===== src/rtl/oumux_pkg.sv =====
// Shared types and constants for the output-mux control generator.
package oumux_pkg;

    localparam int unsigned STATE_W = 2;

    typedef enum logic [STATE_W-1:0] {
        IDLE  = 2'd0,
        ISSUE = 2'd1,
        ACK   = 2'd2,
        DROP  = 2'd3
    } state_t;

    // Default legal targets: 8, 9, 13, 14, 15.
    localparam logic [15:0] DEF_VALID_MASK = 16'hE300;

endpackage


===== src/rtl/oumux_sel_decode.sv =====
// Combinational select decoder: one-hot target vector plus legality flag.
module oumux_sel_decode
    import oumux_pkg::*;
#(
    parameter int unsigned             NUM_TGT    = 16,
    parameter int unsigned             SEL_W      = 4,
    parameter logic [NUM_TGT-1:0]      VALID_MASK = NUM_TGT'(DEF_VALID_MASK)
) (
    input  logic [SEL_W-1:0]   sel,
    output logic [NUM_TGT-1:0] onehot,
    output logic               legal
);

    // Out-of-range selects match no bit, so they decode to zero and are illegal.
    always_comb begin
        onehot = '0;
        for (int unsigned i = 0; i < NUM_TGT; i++) begin
            if (sel == SEL_W'(i)) begin
                onehot[i] = 1'b1;
            end
        end
    end

    assign legal = |(onehot & VALID_MASK);

endmodule


===== src/rtl/oumux_ctrl_gen.sv =====
// Joins control token and oumux request, issues one kernel request, retires both sources.
// Optional error counter built when OUMUX_CTRL_ERR_CNT_EN is defined.
module oumux_ctrl_gen
    import oumux_pkg::*;
#(
    parameter int unsigned        NUM_TGT    = 16,
    parameter int unsigned        SEL_W      = 4,
    parameter logic [NUM_TGT-1:0] VALID_MASK = NUM_TGT'(DEF_VALID_MASK),
    parameter int unsigned        ERR_W      = 8
) (
    input  logic               clk,
    input  logic               reset,
    input  logic               t_c_req,
    output logic               t_c_ack,
    input  logic               t_oumux_req,
    output logic               t_oumux_ack,
    input  logic [SEL_W-1:0]   sel,
    output logic [NUM_TGT-1:0] i_req,
    input  logic [NUM_TGT-1:0] i_ack,
    output logic [SEL_W-1:0]   o_sel,
    output logic               o_sel_vld,
    output logic [ERR_W-1:0]   err_cnt,
    input  logic               err_clr
);

    state_t               state_q, state_d;
    logic [SEL_W-1:0]     sel_q;
    logic                 join_req;
    logic                 join_legal;
    logic [NUM_TGT-1:0]   join_onehot_unused;
    logic [NUM_TGT-1:0]   sel_q_onehot;
    logic                 sel_q_legal_unused;

    assign join_req = t_c_req & t_oumux_req;

    oumux_sel_decode #(
        .NUM_TGT    (NUM_TGT),
        .SEL_W      (SEL_W),
        .VALID_MASK (VALID_MASK)
    ) u_join_decode (
        .sel    (sel),
        .onehot (join_onehot_unused),
        .legal  (join_legal)
    );

    oumux_sel_decode #(
        .NUM_TGT    (NUM_TGT),
        .SEL_W      (SEL_W),
        .VALID_MASK (VALID_MASK)
    ) u_issue_decode (
        .sel    (sel_q),
        .onehot (sel_q_onehot),
        .legal  (sel_q_legal_unused)
    );

    always_ff @(posedge clk) begin
        if (reset) begin
            state_q <= IDLE;
            sel_q   <= '0;
        end else begin
            state_q <= state_d;
            if (state_q == IDLE && join_req) begin
                sel_q <= sel;
            end
        end
    end

    // Outputs decode only state_q/sel_q, so acks never follow inputs combinationally.
    always_comb begin
        state_d     = state_q;
        i_req       = '0;
        t_c_ack     = 1'b0;
        t_oumux_ack = 1'b0;
        o_sel_vld   = 1'b0;
        case (state_q)
            IDLE: begin
                if (join_req) begin
                    state_d = join_legal ? ISSUE : DROP;
                end
            end
            ISSUE: begin
                i_req     = sel_q_onehot;
                o_sel_vld = 1'b1;
                if (|(i_ack & sel_q_onehot)) begin
                    state_d = ACK;
                end
            end
            ACK: begin
                t_c_ack     = 1'b1;
                t_oumux_ack = 1'b1;
                o_sel_vld   = 1'b1;
                state_d     = IDLE;
            end
            DROP: begin
                t_c_ack = 1'b1;
                state_d = IDLE;
            end
            default: state_d = IDLE;
        endcase
    end

    assign o_sel = sel_q;

`ifdef OUMUX_CTRL_ERR_CNT_EN
    logic [ERR_W-1:0] err_q;

    // Clear wins over a same-cycle increment; the count saturates at all-ones.
    always_ff @(posedge clk) begin
        if (reset || err_clr) begin
            err_q <= '0;
        end else if (state_q == DROP && err_q != '1) begin
            err_q <= err_q + ERR_W'(1);
        end
    end

    assign err_cnt = err_q;
`else
    logic err_clr_unused;

    assign err_cnt        = '0;
    assign err_clr_unused = err_clr;
`endif

endmodule


===== config.mk =====
export PLATFORM = sky130hd
export DESIGN_NAME = oumux_ctrl_gen
export DESIGN_NICKNAME = d
export VERILOG_FILES = /design/src/rtl/oumux_pkg.sv /design/src/rtl/oumux_sel_decode.sv /design/src/rtl/oumux_ctrl_gen.sv
export SDC_FILE = /design/constraint.sdc
export NUM_CORES = 1
export LEC_CHECK = 0
export ABC_AREA = 1
export ABC_CLOCK_PERIOD_IN_PS = 1350
export CAP_MARGIN = 10
export CORE_UTILIZATION = 30
export CTS_BUF_LIST = sky130_fd_sc_hd__clkbuf_4
export CTS_CLUSTER_DIAMETER = 30
export DETAILED_ROUTE_END_ITERATION = 6
export PLACE_DENSITY = 0.8
export SLEW_MARGIN = 25
export SYNTH_ARGS = -nofsm -noshare
export SYNTH_HDL_FRONTEND = slang
export SYNTH_SLANG_ARGS = --single-unit

===== constraint.sdc =====
create_clock -name clk -period 1.35 [get_ports clk]
set_input_delay 0.27 -clock clk [delete_from_list [all_inputs] [get_ports clk]]
set_output_delay 0.27 -clock clk [all_outputs]
set_load 0.01 [all_outputs]

==> impl_metrics.ini <==
[synth]
postSynthCellCount = 119
avgSynthCellArea_um2 = 5.87
ys.warnings.count = 0
synth_top_area_frac = 0.172
synth-seq-cells = 6
ys_seq_area_frac = 0.172
synth.lib_cells_used.distinct = 17
synth_area_um2 = 698
synth_area_leaders = dfxtp_1 (17%), nand3_1 (15%), nand2_1 (11%)
post-synth-top-area-cell = dfxtp_1

[timing]
hold_viol = 0
postLayoutSetupSlackWorst_ns = -0.188
finalSetupViolations = 21
highest_clock_rate_ghz = 0.650
timing.final.max_slew_violations = 0
finalCritPeriodShare = 1.14
unrepaired_setup_endpoints_after_global_routing = yes
setup_total_negative_slack_ns = -3.20
fin_crit_ns = 1.54
timing.clock.skew_ns = 0.00616

[outcome]
violated_checks = negative setup slack
run_status = complete, but fails checks

[die]
initial_utilization = 0.316
floorplan.die_area_mm2 = 0.00252
core_region_area_mm2 = 0.00221
fp.dieW_um = 50.2
die_height_um = 50.2
row_count = 17
top_level_ports = 56

[worst_setup_path]
critical_path.max_stage_delay_ns = 0.33
path_class = flip-flop to primary output
worst-path-max-fanout = 9
setup.worst_path.end_class = primary output
critical_path.top_delay_family = flip-flops
cp_data_required_time_ns = 1.08
startpoint_class_of_the_critical_path = flip-flop
timing.critical_path.slowest_stage_cell = dfxtp_2
worst-path-buf-inv = 3
worstPathCellList = inv_2 > ha_4 > inv_8 > nor4_4 > buf_2
critPathArrivalTime_ns = 1.27
number_of_cells_on_the_worst_reg_to_reg_path = 9
critical_path_cell_count = 5

[placed_design]
portBuffers = 46
place_ws_ns = -0.489
gp_routability_congestion = 0.807
place.detailed.hpwl_um = 2040

[clocking]
clock_tree_from_tritoncts = built
hold_buffers = 0
cts.clk_slew.worst_paths_ns = 0.05
number_of_buffers_between_clock_root_and_the_deepest_sink = 2
numCtsBuffers = 3
clk-insertion-delay-late_ns = 0.26
clock_sink_total = 6
htree_num_levels = 1
clk_root_buffer_cell = clkbuf_4

[hold_path]
min_path_type = flip-flop to flip-flop
timing.hold.worst_path_depth = 2

[grt]
number_of_global_route_vias_before_repair = 1037
grt_pass1_wl_um = 4350
globalRouteTotalUtil = 0.221
grt_antenna_before_repair = 0
maximum_number_of_pins_on_one_net_before_global_route_repair = 10
globalRouteOverflowTotal = 0

[layout]
layout-drive-gt1-share = 0.592
fin_nets = 233
diodes = 0
syn_to_layout_area_delta_pct = 148

[detailed_routing]
dr.pass1.iters = 4
wirelength_um = 3150
avgViaCountPerCell = 4.95
antenna_violating_nets_post_route = 0
route.detailed.drc = 0
routed-via-count = 1133
wl_per_cell_um = 13.7
first_iter_violations = 15

[pwr]
cellPowerDensity_mw_per_mm2 = 1350
max-vdd-ir-drop_mv = 1.30
leakage_power_of_the_design_nw = 0.758

[job]
max_cap_viol_count = 0
cell usage after synthesis:
library cell,number
or2_2,1
dfxtp_1,6
nand4_2,1
nand3_1,21
nor3_1,2
nor2_2,4
o21ai_0,4
nor2_1,18
buf_4,8
inv_1,13
o22ai_1,1
conb_1,1
a21oi_1,6
nor4_1,6
ha_1,5
nand2_1,21
clkbuf_1,1
layout make-up:
class | instances | area, µm²
tap | 28 | 35.0
multi-input combinational | 98 | 771
fill | 155 | 483
inverter | 13 | 71.3
clock buffer | 3 | 22.5
timing repair buffer | 81 | 689
sequential | 6 | 140
worst min-delay path, delay by kind of cell (launching register included):
family	cells	cell delay (ns)
flops	1	0.39
buf+inv	1	0.09
compound gates	1	0.06
worst paths after layout:
path         slack (ns)                    start                      end
min reg2reg        0.58    o_sel[0]$_SDFFE_PP0P_    o_sel[0]$_SDFFE_PP0P_
max reg2reg       -0.11    o_sel[1]$_SDFFE_PP0P_  state_q[1]$_SDFFE_PP0P_
max               -0.19  state_q[1]$_SDFFE_PP0P_                i_req[12]
min                0.58    o_sel[0]$_SDFFE_PP0P_    o_sel[0]$_SDFFE_PP0P_
what timing repair did:
action / 4_1_cts / 5_1_grt
buffers inserted: 2 / 5
gates resized for setup: 151 / 44
gates cloned: 1 / 0
setup endpoints to repair: 26 / 24
pin swaps: 9 / 16
state kept, by name, summed over array words and instances (netlist names):
signal and cells:
state_q 2, o_sel 4
cells in the final DEF, fill, tap and decap left out, types with 7 or more instances in the layout:
cell type,count
buf_2,16
clkdlybuf4s50_1,23
nor2_4,7
buf_4,20
nand3_1,13
conb_1,8
nand2_1,18
nand3_2,8
nor2_2,10
buf_6,19
metrics by stage:
| step | utilization | total power (W) | std cells | hold WS [ns] | cell area, µm² |
|---|---|---|---|---|---|
| finish | 0.782 | 0.00233 | 229 | 0.583 | 1730 |
| global placement | 0.620 | 0.00143 | 219 | 0.572 | 1370 |
| CTS | 0.688 | 0.00201 | 224 | 0.560 | 1520 |
| global route | 0.782 | 0.00247 | 229 | 0.598 | 1730 |
| detailed placement | 0.620 | 0.00148 | 219 | 0.599 | 1370 |
| floorplan | - | 0.000837 | 126 | 0.460 | 731 |
where the power goes:
| group | internal (W) | switching [W] | leakage [nW] |
|---|---|---|---|
| logic | 0.000913 | 0.000874 | 0.691 |
| registers | 0.000248 | 0.000118 | 0.0531 |
| clock network | 0.000101 | 0.0000784 | 0.0138 |
logic make-up after synthesis:
kind of cell	after synthesis	synth area share
adder cells (fa/ha/maj)	5	0.0896
AND/OR/NAND/NOR	74	0.491
flip-flops	6	0.172
other	1	0.00537
AO/OA/AOI/OAI	11	0.0807
buffers and inverters	22	0.161
metal layers:
metal / track usage / wire length (µm) / vias to the layer above
li1: - / - / 552
met1: 0.240 / 1240 / 529
met2: 0.422 / 1690 / 45
met3: 0.0182 / 163 / 7
met4: 0.100 / 59 / 0
met5: 0 / 0 / -
Note: power is estimated with default switching activity, not from simulation.
